--- config.mk ---
export PLATFORM = sky130hd
export DESIGN_NAME = si_tag_stream_generator_flat
export DESIGN_NICKNAME = d
export VERILOG_FILES = /design/src/rtl/si_tag_gen_pkg.sv /design/src/rtl/wb_interface.sv /design/src/rtl/si_tag_gen_regs.sv /design/src/rtl/si_tag_stream_generator.sv /design/src/flat_wrapper.sv
export SDC_FILE = /design/constraint.sdc
export NUM_CORES = 1
export LEC_CHECK = 0
export CAP_MARGIN = 40
export CORE_MARGIN = 10
export CORE_UTILIZATION = 45
export CTS_BUF_LIST = sky130_fd_sc_hd__clkbuf_16
export DETAILED_ROUTE_END_ITERATION = 6
export GPL_ROUTABILITY_DRIVEN = 0
export GPL_TIMING_DRIVEN = 0
export PLACE_DENSITY = 0.79
export SYNTH_ARGS = -nofsm -noshare
export SYNTH_HDL_FRONTEND = slang
export SYNTH_HIERARCHICAL = 1
export SYNTH_SLANG_ARGS = --single-unit
--- constraint.sdc ---
create_clock -name clk -period 10.9 [get_ports clk]
set_input_delay 3.27 -clock clk [delete_from_list [all_inputs] [get_ports clk]]
set_output_delay 3.27 -clock clk [all_outputs]
set_load 0.005 [all_outputs]
--- src/rtl/si_tag_gen_pkg.sv ---
// Shared constants and types for the tag stream generator: register map, control bits,
// FSM states and tag type codes.
package si_tag_gen_pkg;

  // Word indices, decoded from adr[7:2]
  localparam logic [5:0] REG_PRESENCE  = 6'd0;
  localparam logic [5:0] REG_CONTROL   = 6'd1;
  localparam logic [5:0] REG_PKT_WORDS = 6'd2;
  localparam logic [5:0] REG_LAST_TAGS = 6'd3;
  localparam logic [5:0] REG_GAP       = 6'd4;
  localparam logic [5:0] REG_PKT_SENT  = 6'd5;
  localparam logic [5:0] REG_STATUS    = 6'd6;

  localparam int unsigned CTRL_ENABLE = 0;
  localparam int unsigned CTRL_START  = 1;
  localparam int unsigned CTRL_INJECT = 2;

  localparam logic [1:0] TAG_TYPE_NORMAL   = 2'b00;
  localparam logic [1:0] TAG_TYPE_OVERFLOW = 2'b10;

  typedef enum logic [1:0] {
    StIdle,
    StSend,
    StGap
  } state_e;

endpackage

--- src/rtl/wb_interface.sv ---
// Minimal Wishbone classic bus bundle used for the control/status port.
interface wb_interface;
  logic [31:0] adr;
  logic [31:0] dat_i;
  logic [31:0] dat_o;
  logic        we;
  logic        cyc;
  logic        stb;
  logic        ack;

  modport slave (input adr, dat_i, we, cyc, stb, output dat_o, ack);
  modport master (output adr, dat_i, we, cyc, stb, input dat_o, ack);
endinterface

--- src/rtl/si_tag_gen_regs.sv ---
// Wishbone register file for the tag stream generator: configuration, self-clearing
// start/inject requests, packets_sent counter and status.
module si_tag_gen_regs
  import si_tag_gen_pkg::*;
(
  input  logic        clk,
  input  logic        rst_n,
  input  logic [31:0] wb_adr,
  input  logic [31:0] wb_dat_i,
  input  logic        wb_we,
  input  logic        wb_cyc,
  input  logic        wb_stb,
  output logic        wb_ack,
  output logic [31:0] wb_dat_o,
  output logic        enable,
  output logic        start,
  output logic        inject,
  output logic [15:0] packet_words,
  output logic [7:0]  last_word_tags,
  output logic [15:0] gap_cycles,
  input  logic        start_clr,
  input  logic        inject_clr,
  input  logic        pkt_done,
  input  logic        busy
);

  logic        ack_q;
  logic [31:0] dat_o_q;
  logic        enable_q, start_q, inject_q;
  logic [15:0] pkt_words_q, gap_q;
  logic [7:0]  last_tags_q;
  logic [31:0] pkt_sent_q;
  logic [31:0] rdata;
  logic [5:0]  reg_idx;
  logic        wb_req, wr;
  logic        unused_bits;

  assign reg_idx     = wb_adr[7:2];
  // Suppress a request in the cycle it is acked so a held strobe yields one access
  assign wb_req      = wb_cyc && wb_stb && !ack_q;
  assign wr          = wb_req && wb_we;
  assign unused_bits = ^{wb_adr[31:8], wb_adr[1:0], wb_dat_i[31:16]};

  always_comb begin
    rdata = '0;
    case (reg_idx)
      REG_PRESENCE:  rdata = 32'd1;
      REG_CONTROL: begin
        rdata[CTRL_ENABLE] = enable_q;
        rdata[CTRL_INJECT] = inject_q;
      end
      REG_PKT_WORDS: rdata = {16'd0, pkt_words_q};
      REG_LAST_TAGS: rdata = {24'd0, last_tags_q};
      REG_GAP:       rdata = {16'd0, gap_q};
      REG_PKT_SENT:  rdata = pkt_sent_q;
      REG_STATUS:    rdata[0] = busy;
      default:       rdata = '0;
    endcase
  end

  always_ff @(posedge clk or negedge rst_n) begin
    if (!rst_n) begin
      ack_q       <= 1'b0;
      dat_o_q     <= '0;
      enable_q    <= 1'b0;
      start_q     <= 1'b0;
      inject_q    <= 1'b0;
      pkt_words_q <= '0;
      last_tags_q <= '0;
      gap_q       <= '0;
      pkt_sent_q  <= '0;
    end else begin
      ack_q   <= wb_req;
      dat_o_q <= wb_req ? rdata : '0;
      if (start_clr)  start_q <= 1'b0;
      if (inject_clr) inject_q <= 1'b0;
      if (pkt_done)   pkt_sent_q <= pkt_sent_q + 32'd1;
      // Later assignments win: a CPU write overrides a same-cycle clear or increment
      if (wr) begin
        case (reg_idx)
          REG_CONTROL: begin
            enable_q <= wb_dat_i[CTRL_ENABLE];
            if (wb_dat_i[CTRL_START])  start_q  <= 1'b1;
            if (wb_dat_i[CTRL_INJECT]) inject_q <= 1'b1;
          end
          REG_PKT_WORDS: pkt_words_q <= wb_dat_i[15:0];
          REG_LAST_TAGS: last_tags_q <= wb_dat_i[7:0];
          REG_GAP:       gap_q       <= wb_dat_i[15:0];
          REG_PKT_SENT:  pkt_sent_q  <= '0;
          default: ;
        endcase
      end
    end
  end

  assign wb_ack         = ack_q;
  assign wb_dat_o       = dat_o_q;
  assign enable         = enable_q;
  assign start          = start_q;
  assign inject         = inject_q;
  assign packet_words   = pkt_words_q;
  assign last_word_tags = last_tags_q;
  assign gap_cycles     = gap_q;

endmodule

--- src/rtl/si_tag_stream_generator.sv ---
// Wishbone-controlled AXI-Stream tag packet source: sequencing FSM and word builder,
// with the register file in si_tag_gen_regs.
module si_tag_stream_generator
  import si_tag_gen_pkg::*;
#(
  parameter int unsigned DATA_WIDTH    = 128,
  parameter int unsigned KEEP_WIDTH    = (DATA_WIDTH + 7) / 8,
  parameter int unsigned TAGS_PER_WORD = DATA_WIDTH / 32
) (
  input  logic                  clk,
  input  logic                  rst_n,
  output logic                  m_axis_tvalid,
  output logic [DATA_WIDTH-1:0] m_axis_tdata,
  output logic [KEEP_WIDTH-1:0] m_axis_tkeep,
  output logic                  m_axis_tlast,
  input  logic                  m_axis_tready,
  wb_interface.slave            wb
);

  localparam logic [7:0] TPW = 8'(TAGS_PER_WORD);

  logic        enable, start, inject;
  logic [15:0] cfg_words, cfg_gap;
  logic [7:0]  cfg_last;
  logic        start_clr, inject_clr, pkt_done, load_pkt;

  state_e      state_q, state_d;
  logic [15:0] word_cnt_q, word_cnt_d, words_q, words_d, gap_q, gap_d, gap_cnt_q, gap_cnt_d;
  logic [7:0]  last_tags_q, last_tags_d, kept;
  logic [29:0] tag_cnt_q, tag_cnt_d;
  logic        stall_q, ovf_hold_q, ovf_cur, hs, is_last;
  logic [15:0] norm_words;
  logic [7:0]  norm_last;

  si_tag_gen_regs u_regs (
    .clk            (clk),
    .rst_n          (rst_n),
    .wb_adr         (wb.adr),
    .wb_dat_i       (wb.dat_i),
    .wb_we          (wb.we),
    .wb_cyc         (wb.cyc),
    .wb_stb         (wb.stb),
    .wb_ack         (wb.ack),
    .wb_dat_o       (wb.dat_o),
    .enable         (enable),
    .start          (start),
    .inject         (inject),
    .packet_words   (cfg_words),
    .last_word_tags (cfg_last),
    .gap_cycles     (cfg_gap),
    .start_clr      (start_clr),
    .inject_clr     (inject_clr),
    .pkt_done       (pkt_done),
    .busy           (state_q != StIdle)
  );

  assign norm_words = (cfg_words == 16'd0) ? 16'd1 : cfg_words;
  assign norm_last  = (cfg_last == 8'd0 || cfg_last > TPW) ? TPW : cfg_last;
  assign is_last    = (word_cnt_q == words_q - 16'd1);
  assign kept       = is_last ? last_tags_q : TPW;
  assign hs         = m_axis_tvalid && m_axis_tready;
  // Freeze the overflow marking while a word is stalled so tdata stays stable
  assign ovf_cur    = stall_q ? ovf_hold_q : inject;
  assign inject_clr = hs && ovf_cur;

  always_comb begin
    state_d     = state_q;
    word_cnt_d  = word_cnt_q;
    words_d     = words_q;
    last_tags_d = last_tags_q;
    gap_d       = gap_q;
    gap_cnt_d   = gap_cnt_q;
    tag_cnt_d   = tag_cnt_q;
    start_clr   = 1'b0;
    pkt_done    = 1'b0;
    load_pkt    = 1'b0;
    case (state_q)
      StIdle: begin
        if (enable || start) begin
          load_pkt  = 1'b1;
          start_clr = 1'b1;
        end
      end
      StSend: begin
        if (hs) begin
          word_cnt_d = word_cnt_q + 16'd1;
          tag_cnt_d  = tag_cnt_q + 30'(kept);
          if (is_last) begin
            pkt_done = 1'b1;
            if (gap_q != 16'd0) begin
              gap_cnt_d = gap_q;
              state_d   = StGap;
            end else if (enable) begin
              load_pkt = 1'b1;
            end else begin
              state_d = StIdle;
            end
          end
        end
      end
      StGap: begin
        gap_cnt_d = gap_cnt_q - 16'd1;
        if (gap_cnt_q == 16'd1) begin
          if (enable) load_pkt = 1'b1;
          else        state_d  = StIdle;
        end
      end
      default: state_d = StIdle;
    endcase
    // Configuration is sampled only at packet start
    if (load_pkt) begin
      state_d     = StSend;
      word_cnt_d  = '0;
      words_d     = norm_words;
      last_tags_d = norm_last;
      gap_d       = cfg_gap;
    end
  end

  always_comb begin
    m_axis_tvalid = (state_q == StSend);
    m_axis_tdata  = '0;
    m_axis_tkeep  = '0;
    m_axis_tlast  = 1'b0;
    if (m_axis_tvalid) begin
      m_axis_tlast = is_last;
      for (int i = 0; i < TAGS_PER_WORD; i++) begin
        if (!is_last || i < int'(last_tags_q)) begin
          m_axis_tdata[32*i +: 32] = {TAG_TYPE_NORMAL, tag_cnt_q + 30'(i)};
          m_axis_tkeep[4*i +: 4]   = 4'hF;
        end
      end
      if (ovf_cur) m_axis_tdata[31:30] = TAG_TYPE_OVERFLOW;
    end
  end

  always_ff @(posedge clk or negedge rst_n) begin
    if (!rst_n) begin
      state_q     <= StIdle;
      word_cnt_q  <= '0;
      words_q     <= '0;
      last_tags_q <= '0;
      gap_q       <= '0;
      gap_cnt_q   <= '0;
      tag_cnt_q   <= '0;
      stall_q     <= 1'b0;
      ovf_hold_q  <= 1'b0;
    end else begin
      state_q     <= state_d;
      word_cnt_q  <= word_cnt_d;
      words_q     <= words_d;
      last_tags_q <= last_tags_d;
      gap_q       <= gap_d;
      gap_cnt_q   <= gap_cnt_d;
      tag_cnt_q   <= tag_cnt_d;
      stall_q     <= m_axis_tvalid && !m_axis_tready;
      ovf_hold_q  <= ovf_cur;
    end
  end

endmodule

--- src/flat_wrapper.sv ---
// flat-port wrapper written by rule: the top's interface ports become plain ports
module si_tag_stream_generator_flat import si_tag_gen_pkg::*;
#(
  parameter int unsigned DATA_WIDTH    = 128,
  parameter int unsigned KEEP_WIDTH    = (DATA_WIDTH + 7) / 8,
  parameter int unsigned TAGS_PER_WORD = DATA_WIDTH / 32
)
  (clk, rst_n, m_axis_tvalid, m_axis_tdata, m_axis_tkeep, m_axis_tlast, m_axis_tready, wb_adr, wb_dat_i, wb_we, wb_cyc, wb_stb, wb_dat_o, wb_ack);
  wb_interface wb_i ();
  input  logic clk;
  input  logic rst_n;
  output logic m_axis_tvalid;
  output logic [DATA_WIDTH-1:0] m_axis_tdata;
  output logic [KEEP_WIDTH-1:0] m_axis_tkeep;
  output logic m_axis_tlast;
  input  logic m_axis_tready;
  input wire logic [$bits(wb_i.adr)-1:0] wb_adr;
  input wire logic [$bits(wb_i.dat_i)-1:0] wb_dat_i;
  input wire logic [$bits(wb_i.we)-1:0] wb_we;
  input wire logic [$bits(wb_i.cyc)-1:0] wb_cyc;
  input wire logic [$bits(wb_i.stb)-1:0] wb_stb;
  output wire logic [$bits(wb_i.dat_o)-1:0] wb_dat_o;
  output wire logic [$bits(wb_i.ack)-1:0] wb_ack;
  assign wb_i.adr = wb_adr;
  assign wb_i.dat_i = wb_dat_i;
  assign wb_i.we = wb_we;
  assign wb_i.cyc = wb_cyc;
  assign wb_i.stb = wb_stb;
  assign wb_dat_o = wb_i.dat_o;
  assign wb_ack = wb_i.ack;
  si_tag_stream_generator #(.DATA_WIDTH(DATA_WIDTH), .KEEP_WIDTH(KEEP_WIDTH), .TAGS_PER_WORD(TAGS_PER_WORD)) u_core (.clk(clk), .rst_n(rst_n), .m_axis_tvalid(m_axis_tvalid), .m_axis_tdata(m_axis_tdata), .m_axis_tkeep(m_axis_tkeep), .m_axis_tlast(m_axis_tlast), .m_axis_tready(m_axis_tready), .wb(wb_i));
endmodule
==> key figures, run 1 <==
Routing
  – DR vias: 11787
  – Detail Route Antenna Nets: 0
  – Drt pass-1 iters: 6
  – Vias per std cell: between 5 and 6
  – Final Routed Wirelength: 40.2 mm
  – Detailed-route DRC error count: 0
  – Wirelength per Cell: 19.6 um
  – First DRT Iteration DRCs: 1216

Global route
  – Vias in the first global route: around 12000
  – Total grt overflow: 0
  – GRT Util Overall: 21.4%
  – Initial antenna violation count: 1
  – First-pass GRT wire length: 63.8 mm
  – Pin count of the biggest net entering global routing: 121

Finish
  – Register area: 5360 um2
  – Non-Filler Instances: about 2100
  – Fillers: 2447
  – Final nets: 1748
  – Area growth from synthesis to layout: 25.2%
  – Area occupied by multi-input gates: 6880 um2
  – Layout cells sized above 1: 8.09%

Clocking
  – Clk_lat worst skew: 0.52 ns
  – Root Driver: clkbuf_16
  – CTS resizes: 0
  – Clock Sinks: 214
  – CTS max path bufs: 3
  – # hold bufs at CTS: 0
  – H-tree Lvls: 1
  – CTS buffer count: 23
  – # Post-CTS Setup Buffers: 0
  – Clock slew at reported path FFs: 0.06 ns
  – CTS tree: yes

Logic synthesis
  – Area leader, netlist: dfrtp_1
  – Yosys cell types: 75
  – Area share of the largest cell type after synthesis: between 40% and 50%
  – Multiplexer area fraction after synthesis: 7.39%
  – Sequential area share after synthesis: 41.4%
  – Synth Area in Adders: under 10%
  – Ys flop type: dfrtp_1
  – Yosys warnings: 6
  – Commonest cells post-synth: dfrtp_1 (214), nor2_1 (191), nand2_1 (114)
  – Compound-Gate Fraction of Synth Area: 9.11%
  – Gate Count Post-Synth: 1426
  – Synthesized cell area: 12900 um2
  – Synthesized area per cell: 9.07 um2
  – Post-Synth XOR/XNOR Area: 10.4%
  – Most common cell in the netlist: dfrtp_1
  – Async set or reset register ratio after synthesis: 100%
  – Synth Area in Simple Gates: 24.0%
  – Largest family of logic cells by synthesized area: simple AND/OR/NAND/NOR gates
  – Post-synth EDFFs: 0
  – Yosys reg bits: 214
  – Top cells by area, synth: dfrtp_1 (41%), xor2_1 (5.8%), nor2_1 (5.5%)

Place
  – PortBufs: 196
  – Final HPWL DP: 30.3 mm
  – Placed cells: slightly above 2000

Die
  – Die area: 35900 um2
  – IO Pins: ~250
  – CORE AREA: 28500 um2
  – # rows: 62
  – Die Wd: roughly 190 um
  – Initial Utilization: 45.3%
  – Die H: 190 um

Run
  – Max-Cap Viols: 0

Setup path
  – CP Class: reg -> out
  – CP Launch Type: flop
  – Setup crit end kind: output port
  – Worst path arrival time: 5.43 ns
  – Critical Path RT: 7.63 ns
  – Worst-path maximum fanout: 10

Power and ir drop
  – P per Cell Area: 155 nW/um2
  – Clock share of power: 31.4%
  – Total design power: 2500 uW
  – Leakage: a little under 0.007 uW
  – Comb pwr share: 30.2%
  – Sw power: 831 uW
  – Sequential Power Share: 38.5%
  – VDD IR-drop max: 111 uV
  – Internal power: approximately 1700 uW
  – Sw frac: 33.2%

Timing
  – Pins Over Slew Limit: 0
  – RSZ-0062 raised after global routing: no
  – Fmax: 115 MHz
  – Final hold viol count: 0
  – Tmin final: 8.70 ns
  – Worst-Margin Slew: between 0.8 and 0.9 ns
  – Period utilization: 79.8%
  – Max Clock Skew: 0.0111 ns
  – Setup Viol. Count Final: 0
  – Relative max-transition margin: 42.8%

Min path
  – HP Class: reg -> reg

Status
  – Status: complete, no violations
layer usage:
| metal | wire (um) | global-route usage (%) |
|---|---|---|
| met1 | 16200 | 26.1 |
| met2 | 18400 | 35.3 |
| met3 | 3970 | 5.27 |
| met4 | 1630 | 9.19 |
| met5 | 10 | 0 |
power groups by stage:
stage	clock network [uW]	logic, uW	registers [uW]
floorplan	0	460	943
global placement	0	718	967
detailed placement	0	744	972
CTS	802	749	959
global route	831	822	973
finish	785	755	963
kinds of logic after synthesis:
| family | Yosys count |
|---|---|
| other cells | 1 |
| fa+ha+maj | 22 |
| buf+inv | 157 |
| compound gates | 185 |
| mux | 82 |
| simple gates | 612 |
| flops | 214 |
| xor+xnor | 153 |
cell type report:
type                            count  area share, %
Clock inverter                     15           1.07
Timing Repair Buffer              199           12.4
Buffer                            119           3.57
Inverter                           38          0.881
Tap cell                          384           2.97
Clock buffer                       23           3.55
Antenna cell                        1         0.0155
Sequential cell                   214           33.1
Multi-Input combinational cell   1061           42.5
registers in the layout (all words and copies together) (netlist names), 2 cells and up:
name and count:
u_core/words_q 16, u_core/u_regs/last_word_tags 8, u_core/tag_cnt_q 30, u_core/u_regs/gap_cycles 16, u_core/state_q 2, u_core/u_regs/packet_words 16
u_core/last_tags_q 8, u_core/gap_q 16, u_core/word_cnt_q 16, u_core/u_regs/wb_dat_o 32, u_core/u_regs/pkt_sent_q 32, u_core/gap_cnt_q 16
final timing paths:
kind	startpoint	to	slack [ns]	cells after the start
worst max-delay path	u_core/words_q[2]	m_axis_tkeep[9]	2.20	13
max in group asynchronous	rst_n	u_core/u_regs/wb_dat_o[11]	7.10	2
worst min-delay path	u_core/ovf_hold_q	u_core/ovf_hold_q	0.50	1
worst max register to register	u_core/words_q[2]	u_core/tag_cnt_q[23]	5.24	20
worst min register to register	u_core/ovf_hold_q	u_core/ovf_hold_q	0.50	1
min in group asynchronous	rst_n	u_core/tag_cnt_q[1]	2.74	1
through the flow:
step / hold slack (ns) / setup TNS (ns) / util (%) / worst slack [ns] / area [um2]
global placement: 0.486 / -493.96 / 53.9 / -2.32 / 15400
detailed placement: 0.490 / 0 / 54.1 / 2.83 / 15400
global route: 0.527 / 0 / 56.7 / 1.98 / 16200
floorplan: 0.472 / 0 / - / 4.22 / 13000
CTS: 0.502 / 0 / 56.7 / 2.27 / 16200
finish: 0.504 / 0 / 56.7 / 2.20 / 16200
critical path, cell delays in order (launching register included):
cell	delay, ns
dfrtp_1	0.35
buf_2	0.16
or4_1	0.52
clkbuf_1	0.18
or3_4	0.37
a2111o_1	0.41
a221oi_2	0.37
and4_1	0.31
nand3b_1	0.13
o21ai_0	0.60
clkbuf_1	0.56
inv_1	0.28
buf_4	0.21
clkdlybuf4s50_1	0.45
cell usage in the layout, fill, tap and decap left out, drive strengths merged, types with 8 or more instances in the layout:
cell           count
o21ai             54
mux2              78
o22ai             10
nor4              26
inv               46
nand4             38
xor2              85
and3              58
a31oi              8
nand3             51
clkbuf           101
a22oi             10
ha                21
and2              18
clkdlybuf4s50    195
a21oi             48
nor2             191
a222oi             8
xnor2             68
nor2b             12
nor3              29
nand2            116
buf               45
dfrtp            214
or4               17
nor3b              8
or3               18
o31ai             15
No activity file was read; power rests on OpenSTA's default activity.
==> inputs of run 2 (changes only) <==
--- a/config.mk
+++ b/config.mk
@@ -12,7 +12,7 @@
 export DETAILED_ROUTE_END_ITERATION = 6
 export GPL_ROUTABILITY_DRIVEN = 0
 export GPL_TIMING_DRIVEN = 0
-export PLACE_DENSITY = 0.79
+export PLACE_DENSITY = 0.82
 export SYNTH_ARGS = -nofsm -noshare
 export SYNTH_HDL_FRONTEND = slang
 export SYNTH_HIERARCHICAL = 1
==> constraint.sdc (replaced) <==
create_clock -name clk -period 7.9 [get_ports clk]
set_input_delay 2.37 -clock clk [delete_from_list [all_inputs] [get_ports clk]]
set_output_delay 2.37 -clock clk [all_outputs]
set_load 0.005 [all_outputs]
==> key figures, run 2 (synthesized netlist as in run 1, its figures left out) <==
Status
  – Status: complete, no violations

Power and ir drop
  – Clock share of power: 29.3% (-2.1 points)
  – Comb pwr share: 31.1% (+0.9 points)
  – P per Cell Area: 208 nW/um2 (+35%)
  – Sw power: 1150 uW (+39%)
  – Sequential Power Share: 39.6% (+1.1 points)
  – Total design power: 3360 uW (+34%)
  – VDD IR-drop max: 145 uV (+31%)
  – Internal power: 2210 uW (+32%)
  – Leakage: 0.00679 uW (-0.45%)
  – Sw frac: 34.3% (+1.1 points)

Clocking
  – Root Driver: clkbuf_16
  – # hold bufs at CTS: 0 (unchanged)
  – CTS tree: yes
  – Clk_lat worst skew: 0.51 ns (about the same)
  – CTS buffer count: 23 (unchanged)
  – Clock Sinks: 214 (unchanged)
  – H-tree Lvls: 1 (unchanged)
  – Clock slew at reported path FFs: 0.06 ns (about the same)
  – CTS max path bufs: 3 (unchanged)
  – # Post-CTS Setup Buffers: 0 (unchanged)
  – CTS resizes: 0 (unchanged)

Setup path
  – R2R Setup Slk: 2.10 ns (-3.14 ns)
  – CP most frequent cell: clkbuf_1
  – CP Launch Type: flop
  – CP Class: reg -> out
  – Reg2Reg Depth: 21 (+5.0%)
  – Worst-path maximum fanout: 10 (unchanged)
  – Critical Path RT: 5.53 ns (-2.10 ns)
  – CP peak stage delay: 0.53 ns (-0.07 ns)
  – CP cell instances: buf_2 -> or4_1 -> clkbuf_1 -> or3_4 -> a2111o_1 -> a221oi_2 -> and4_1 -> nand3b_1 -> o21ai_0 -> clkbuf_1 -> nor2_1 -> clkdlybuf4s50_1
  – Worst path arrival time: 5.04 ns (-0.39 ns)
  – Slowest cell on the critical path: or4_1
  – Reg2reg start: u_core/words_q[2]
  – End of the worst register-to-register path: u_core/tag_cnt_q[16]
  – Setup crit end kind: output port

Global route
  – Initial antenna violation count: 1 (unchanged)
  – GRT Util Overall: 21.2% (-0.18 points)
  – Vias in the first global route: 11723 (-1.2%)
  – Total grt overflow: 0 (unchanged)
  – Pin count of the biggest net entering global routing: 120 (-0.83%)
  – First-pass GRT wire length: 63.0 mm (-1.2%)

Die
  – Die H: 190 um (unchanged)
  – Die Wd: 190 um (unchanged)
  – # rows: 62 (unchanged)
  – Initial Utilization: 45.3% (unchanged)
  – IO Pins: 249 (unchanged)
  – CORE AREA: 28500 um2 (unchanged)
  – Die area: 35900 um2 (unchanged)

Min path
  – Hold path startpoint: u_core/last_tags_q[4]
  – HP Class: reg -> reg
  – Number of cells on the worst hold path: 2 (+1)
  – Hold path endpoint: u_core/last_tags_q[4]

Timing
  – Fmax: 135 MHz
  – Max Clock Skew: 0.0169 ns (+0.00576 ns)
  – Fin Hold WS: 0.510 ns (+0.00570 ns)
  – RSZ-0062 raised after global routing: no
  – Final hold viol count: 0 (unchanged)
  – Setup Viol. Count Final: 0 (unchanged)
  – Worst-Margin Slew: 0.912 ns (+0.0544 ns)
  – Relative max-transition margin: 39.2% (-3.6 points)
  – Period utilization: 93.8%
  – Pins Over Slew Limit: 0 (unchanged)
  – Tmin final: between 7 and 8 ns

Routing
  – Wirelength per Cell: 19.4 um (-0.92%)
  – First DRT Iteration DRCs: 1192 (-2.0%)
  – Detailed-route DRC error count: 0 (unchanged)
  – Drt pass-1 iters: 7 (+1)
  – Vias per std cell: 5.75 (+0.15%)
  – Final Routed Wirelength: 39.9 mm (-0.77%)
  – Detail Route Antenna Nets: 0 (unchanged)
  – DR vias: 11822 (+0.30%)

Place
  – Final HPWL DP: 30.1 mm (-0.54%)
  – PortBufs: 196 (unchanged)
  – Placed cells: 2016 (+0.050%)

Finish
  – Final nets: 1749 (+0.057%)
  – Fin util: 56.5% (-0.19 points)
  – Area growth from synthesis to layout: 24.8%
  – Layout cells sized above 1: 8.25% (+0.16 points)
  – Commonest cells after routing, fill and taps aside: dfrtp_1 (214), clkdlybuf4s50_1 (195), nor2_1 (191)
  – Non-Filler Instances: 2057 (+0.15%)
  – Fillers: 2444 (-0.12%)
  – Most common cell after layout, fill and taps aside: dfrtp_1

Run
  – Max-Cap Viols: 0 (unchanged)
[run 2: critical path: cells and delay by family, from the launching register on]
kind | cells | cell delay (ns)
simple gates | 5 | 1.56
buf+inv | 4 | 1.39
compound gates | 3 | 1.23
flops | 1 | 0.35
[run 2: power groups by stage]
stage | Sequential, uW | Clock [uW] | Combinational [uW]
floorplan | 1300 | 0 | 634
global placement | 1340 | 0 | 989
detailed placement | 1340 | 0 | 1030
CTS | 1330 | 1000 | 1040
global route | 1350 | 1050 | 1140
finish | 1330 | 987 | 1050
[run 2: stage by stage]
step	worst slack (ns)	cell area [um2]	TNS [ns]
global route	0.231	16100	0
global placement	-4.38	15400	-932.99
CTS	0.245	16100	0
detailed placement	0.836	15500	0
finish	0.493	16100	0
floorplan	2.12	13000	0
[run 2: area by class of cell]
| type | count | area, um2 | area share, % |
|---|---|---|---|
| Antenna cell | 1 | 2.50 | 0.0155 |
| Buffer | 119 | 579 | 3.59 |
| Clock buffer | 23 | 576 | 3.57 |
| Clock inverter | 17 | 108 | 0.667 |
| Inverter | 38 | 143 | 0.884 |
| Multi-Input combinational cell | 1061 | 6880 | 42.6 |
| Sequential cell | 214 | 5360 | 33.2 |
| Tap cell | 384 | 480 | 2.98 |
| Timing Repair Buffer | 200 | 2020 | 12.5 |
[run 2: routing by layer]
layer	vias to the layer above	part of all wire [%]	GRT usage [%]
met5	-	0	0
met4	0	4.2	9.19
met3	118	9.7	5.13
met2	649	46	35.0
met1	5652	40	25.9
li1	5403	-	-
[run 2: worst max-delay path by stage]
stage | start | end | slack (ns)
2_1_floorplan | u_core/words_q[5] | m_axis_tkeep[10] | 2.12
3_3_place_gp | rst_n | u_core/u_regs/wb_dat_o[5] | -4.38
3_5_place_dp | u_core/words_q[2] | m_axis_tkeep[9] | 0.84
4_1_cts | u_core/words_q[2] | m_axis_tkeep[9] | 0.24
5_1_grt | u_core/words_q[0] | m_axis_tkeep[10] | 0.23
6_report | u_core/words_q[2] | m_axis_tdata[73] | 0.49
==> RTL change 1: new RTL, flow settings as in run 2 <==
Reset style: synchronous (`rst_n`), changed in 2 clocked blocks.
--- a/src/rtl/si_tag_gen_regs.sv
+++ b/src/rtl/si_tag_gen_regs.sv
@@ -59,5 +59,5 @@
   end
 
-  always_ff @(posedge clk or negedge rst_n) begin
+  always_ff @(posedge clk) begin
     if (!rst_n) begin
       ack_q       <= 1'b0;
--- a/src/rtl/si_tag_stream_generator.sv
+++ b/src/rtl/si_tag_stream_generator.sv
@@ -135,5 +135,5 @@
   end
 
-  always_ff @(posedge clk or negedge rst_n) begin
+  always_ff @(posedge clk) begin
     if (!rst_n) begin
       state_q     <= StIdle;
Function: differs if rst_n is asserted again (counterexample within 4 cycles, from zero or initial values and one cycle with rst_n low); with rst_n held inactive, the same outputs for 4 cycles.
==> RTL change 1 against run 2 <==
The run now ends with design-rule violations left. Area after synthesis down 5.5%. Worst setup slack better by 0.12 ns. First-iteration DRC count up 23%. Routed wire length down 2.8%. Cell area down 4.8%. Sequential cell count unchanged. Sequential share of layout area down 5.3 points. Global-route usage up 0.36 points.
Power is not compared: it rests on default switching activity, and its combinational part moved more than twofold at a synthesized area within 25%.
==> RTL change 1: results (changes against run 2) <==
[global_routing]
grt_pass1_vias = 11952  ; +2.0%
grt_max_degree = 14  ; -88%
grt_usage_pct = 21.6  ; +0.36 points
grt_first_pass_wirelength_microns = 61500  ; -2.5%
antenna_found_initial = 0  ; -1

[outcome]
status = complete, but fails checks
violations = design-rule violations

[routing]
drt_pre_antenna_iters = 7  ; unchanged
route.detailed.drc = 40  ; +40
vias = 12478  ; +5.5%
first_iter_violations = 1465  ; +23%
finalWirelength_microns = 38800  ; -2.8%
wire_per_inst_microns = 17.8  ; -8.4%

[worst_setup_path]
cpMaxStageDelayCell = or4b_4
critPathMaxFanout = 10  ; unchanged
max_stage_delay_ns = 0.53  ; about the same
arrival_ns = 4.92  ; -0.12 ns

[placement]
place_hpwl_microns = 29600  ; -1.5%
post-place-ws_ns = 1.20  ; +0.364 ns
port_buffers = 198  ; +1.0%
placedCellCount = 2143  ; +6.3%

[yosys]
synth_cell_types = 72  ; -4.0%
synthFlopType = dfxtp_1
netlist_top_cells_area = dfxtp_1 (35%), nor2_1 (7.2%), nand2_1 (6.5%)
syn_inst = 1597  ; +12%
yosys_warnings = 6  ; unchanged
synth_common_cells = nor2_1 (235), dfxtp_1 (214), nand2_1 (213), xnor2_1 (87), nand3_1 (82)
ys_seq_area_share_pct = 35.1  ; -6.3 points
synthArstFlopShare_pct = 0  ; -100 points

[sta]
max_slew.worst_pin.slew_ns = 0.919  ; +0.00736 ns
fin_skew_ns = 0.00914  ; -0.00775 ns

[pwr]
irDropWorstVdd_mv = 0.150
p_leak_nw = 5.22

[layout]
nets = 1919  ; +9.7%
fillers = 2384  ; -2.5%
antenna_cells = 0  ; -1
final_layout_size_suffix_gt1_share_pct = 5.65  ; -2.6 points

[min_path]
holdCritPathClass = reg2reg

[clock_network]
postCtsResizedCells = 0  ; unchanged
cts_root_buf = clkbuf_16
clk_latency_ns = 0.51  ; about the same
cts_buffers = 23  ; unchanged
clockBufferDepth = 3  ; unchanged
post_cts_buffers = 0  ; unchanged
path_clk_slew_ns = 0.06  ; about the same
htree_levels = 1  ; unchanged

[RTL change 1: cell types whose count changed after synthesis, sizes merged, moves of 11 or more]
| cell | before | now |
|---|---|---|
| mux2 | 78 | 4 |
| or4 | 17 | 5 |
| dfrtp | 214 | 0 |
| nand3 | 51 | 83 |
| nor2 | 191 | 236 |
| o21ai | 54 | 67 |
| mux2i | 4 | 15 |
| xnor2 | 68 | 87 |
| a21boi | 2 | 34 |
| nor3 | 29 | 54 |
| dfxtp | 0 | 214 |
| nand2 | 116 | 213 |
[RTL change 1: power breakdown]
group | internal, mW | switching [mW]
Sequential | 1.08 | 0.000609
Combinational | 0.0246 | 0.0402
Clock | 0.595 | 0.426
[RTL change 1: worst paths after layout]
path	from	end	slack, ns	depth (start not counted)
setup / recovery	u_core/words_q[0]$_SDFFE_PN0P_	m_axis_tkeep[15]	0.61	14
hold reg to reg	u_core/gap_q[10]$_SDFFE_PN0P_	u_core/gap_q[10]$_SDFFE_PN0P_	0.48	2
setup reg to reg	u_core/words_q[0]$_SDFFE_PN0P_	u_core/tag_cnt_q[16]$_SDFFE_PN0P_	1.87	21
hold / removal	u_core/gap_q[10]$_SDFFE_PN0P_	u_core/gap_q[10]$_SDFFE_PN0P_	0.48	2
[RTL change 1: logic make-up (layout without fill, tap and decap cells)]
family,count (synthesis),after routing,synth area share [%]
compound gates,223,223,11.8
xor+xnor,164,164,11.8
fa+ha+maj,22,22,2.31
buf+inv,163,402,6.06
flops,214,214,35.1
mux,19,19,1.60
other cells,1,7,0.0307
simple gates,791,791,31.4
[RTL change 1: layout make-up]
class                   count  share of cell area (%)
well taps                 341                    2.78
repair buffers            199                    12.9
plain buffers             126                    3.92
inverters                  37                   0.904
flip-flops and latches    214                    27.9
clock inverters            17                   0.904
multi-input cells        1226                    47.0
clock buffers              23                    3.74
[RTL change 1: routing by layer]
layer / track usage, % / routed length (microns) / up-vias / part of all wire (%)
met5: 0 / 0 / - / 0
met4: 7.64 / 1210 / 0 / 3.1
met3: 3.82 / 3780 / 99 / 9.8
met2: 37.6 / 18500 / 671 / 48
met1: 25.9 / 15300 / 5810 / 40
li1: - / - / 5898 / -
[RTL change 1: metrics by stage]
stage / power [mW] / instance area, sq um
2_1_floorplan: 1.14 / 12200
3_3_place_gp: 1.17 / 14700
3_5_place_dp: 1.17 / 14700
4_1_cts: 2.18 / 15400
5_1_grt: 2.23 / 15400
6_report: 2.17 / 15400
[RTL change 1: worst max-delay path, delay by kind of cell, from the launching register on]
family / cells / cell delay (ns)
fa+ha+maj: 1 / 0.23
buf+inv: 6 / 1.51
compound gates: 4 / 1.16
simple gates: 3 / 1.12
flops: 1 / 0.37
==> RTL change 2: new RTL, settings of run 2 <==
Without the edit above. `DATA_WIDTH` is set to 128 in 2 places; all go to 64.
--- a/src/rtl/si_tag_stream_generator.sv
+++ b/src/rtl/si_tag_stream_generator.sv
@@ -4,5 +4,5 @@
   import si_tag_gen_pkg::*;
 #(
-  parameter int unsigned DATA_WIDTH    = 128,
+  parameter int unsigned DATA_WIDTH    = 64,
   parameter int unsigned KEEP_WIDTH    = (DATA_WIDTH + 7) / 8,
   parameter int unsigned TAGS_PER_WORD = DATA_WIDTH / 32
--- a/src/flat_wrapper.sv
+++ b/src/flat_wrapper.sv
@@ -2,5 +2,5 @@
 module si_tag_stream_generator_flat import si_tag_gen_pkg::*;
 #(
-  parameter int unsigned DATA_WIDTH    = 128,
+  parameter int unsigned DATA_WIDTH    = 64,
   parameter int unsigned KEEP_WIDTH    = (DATA_WIDTH + 7) / 8,
   parameter int unsigned TAGS_PER_WORD = DATA_WIDTH / 32
Interface: changed (resized m_axis_tdata and m_axis_tkeep); port bits go from 249 to 177. No check against the original RTL was run, so the function may have changed too.
==> RTL change 2 against run 2 <==
The run now ends with design-rule violations left. Register-to-register slack better by 0.67 ns. Synthesized cell count decreased by 17%. Cell area down 12%. First-iteration DRC count decreased by 25%. Worst setup slack gained 0.39 ns. Count of clock-buffer cells in the layout grew 2. Routed wire length down 21%. Critical path depth stayed put. Sequential cell count unchanged. Area after synthesis down 9.2%. Power down 0.24%. Non-clock buffer count shrank 110. Largest cell class unchanged. Largest power group unchanged. Highest routed layer unchanged.
==> RTL change 2: results (changes against run 2) <==
[outcome]
status = complete, but fails checks
violations = design-rule violations

[global_routing]
antenna_found_initial = 0  ; -1
met2_usage_pct = 30.4  ; -4.6 points
grt_usage_pct = 18.2  ; -3.0 points
grt_pass1_vias = 9859  ; -16%
grt_use_met3_pct = 4.06  ; -1.1 points
grt_max_degree = 115  ; -4.2%
grt_first_pass_wirelength_microns = 51000  ; -19%
use_met1_pct = 23.2  ; -2.7 points

[yosys]
yosys_warnings = 6  ; unchanged
ys_seq_area_share_pct = 45.6  ; +4.2 points
syn_area_per_cell_sq_um = 9.91  ; +9.2%
synth_cell_types = 72  ; -4.0%
synth_compound_area_share_pct = 10.5  ; +1.4 points
synthMuxAreaShare_pct = 8.65  ; +1.3 points
synth-xor-area-share_pct = 7.31  ; -3.1 points
synthAdderAreaFrac_pct = 2.09  ; -0.099 points
synth_common_cells = dfrtp_1 (214), nor2_1 (120), nand2_1 (80), a21oi_1 (64), xnor2_1 (53)
netlist_top_cells_area = dfrtp_1 (46%), xnor2_1 (4.0%), mux2_2 (3.8%)

[routing]
detail_route.vias_per_cell = 5.76  ; +0.31%
route.detailed.drc = 3  ; +3
wire_per_inst_microns = 18.5  ; -4.7%
drt_pre_antenna_iters = 7  ; unchanged
wl_met3_microns = 2500  ; -35%
wl_met2_microns = 15100  ; -17%
first_iter_violations = 892  ; -25%
wl_met1_microns = 13200  ; -18%

[sta]
slew-limit-headroom_pct = 38.0  ; -1.2 points
fin_skew_ns = 0.0241  ; +0.00726 ns

[clock_network]
clockBufferDepth = 3  ; unchanged
postCtsResizedCells = 0  ; unchanged
cts_buffers = 24  ; +4.3%
cts_root_buf = clkbuf_16

[placement]
dpl_cell_area_sq_um = 13500  ; -13%
port_buffers = 128  ; -35%
place_hpwl_microns = 22900  ; -24%

[layout]
fin_cells = 1696  ; -18%
final_layout_size_suffix_gt1_share_pct = 10.2  ; +2.0 points
antenna_cells = 0  ; -1
fillers = 2189  ; -10%
nets = 1432  ; -18%

[pwr]
swShare_pct = 32.6  ; -1.7 points
pwr-share-comb_pct = 27.9  ; -3.2 points
irDropWorstVdd_mv = 0.193  ; +33%
p_leak_nw = 6.24  ; -8.1%

[worst_setup_path]
critPathMaxFanout = 13  ; +3
max_stage_delay_ns = 0.56  ; +0.03 ns
cpMaxStageDelayCell = a21oi_1
arrival_ns = 4.65  ; -0.39 ns

-- RTL change 2: final cells by class --
type | instances | area (sq um) | share of cell area [%]
clock inverter | 19 | 136 | 0.957
sequential | 214 | 5360 | 37.6
tap | 335 | 419 | 2.94
clock buffer | 25 | 626 | 4.39
buffer | 80 | 394 | 2.77
multi-input combinational | 861 | 5880 | 41.3
inverter | 33 | 124 | 0.869
timing repair buffer | 129 | 1310 | 9.22
-- RTL change 2: metrics by stage --
| stage | util, % | setup WS [ns] | TNS [ns] | power [mW] |
|---|---|---|---|---|
| floorplan | - | 2.68 | 0 | 1.97 |
| global placement | 51.9 | -4.44 | -947.09 | 2.24 |
| detailed placement | 52.1 | 1.43 | 0 | 2.28 |
| CTS | 55.0 | 0.863 | 0 | 3.37 |
| global route | 55.0 | 0.577 | 0 | 3.54 |
| finish | 55.0 | 0.883 | 0 | 3.36 |
-- RTL change 2: final timing paths --
check                      slack, ns  depth (start not counted)                                    endpoint                           from
min reg2reg                     0.52                          1                 u_core/ovf_hold_q$_DFF_PN0_    u_core/ovf_hold_q$_DFF_PN0_
max                             0.88                         12                            m_axis_tdata[22]  u_core/words_q[0]$_DFFE_PN0N_
min in group asynchronous       1.88                          1        u_core/u_regs/wb_dat_o[30]$_DFF_PN0_                          rst_n
min                             0.52                          1                 u_core/ovf_hold_q$_DFF_PN0_    u_core/ovf_hold_q$_DFF_PN0_
max reg2reg                     2.77                         19            u_core/tag_cnt_q[21]$_DFFE_PN0P_  u_core/words_q[0]$_DFFE_PN0N_
max in group asynchronous       5.05                          2  u_core/u_regs/packet_words[11]$_DFFE_PN0P_                          rst_n
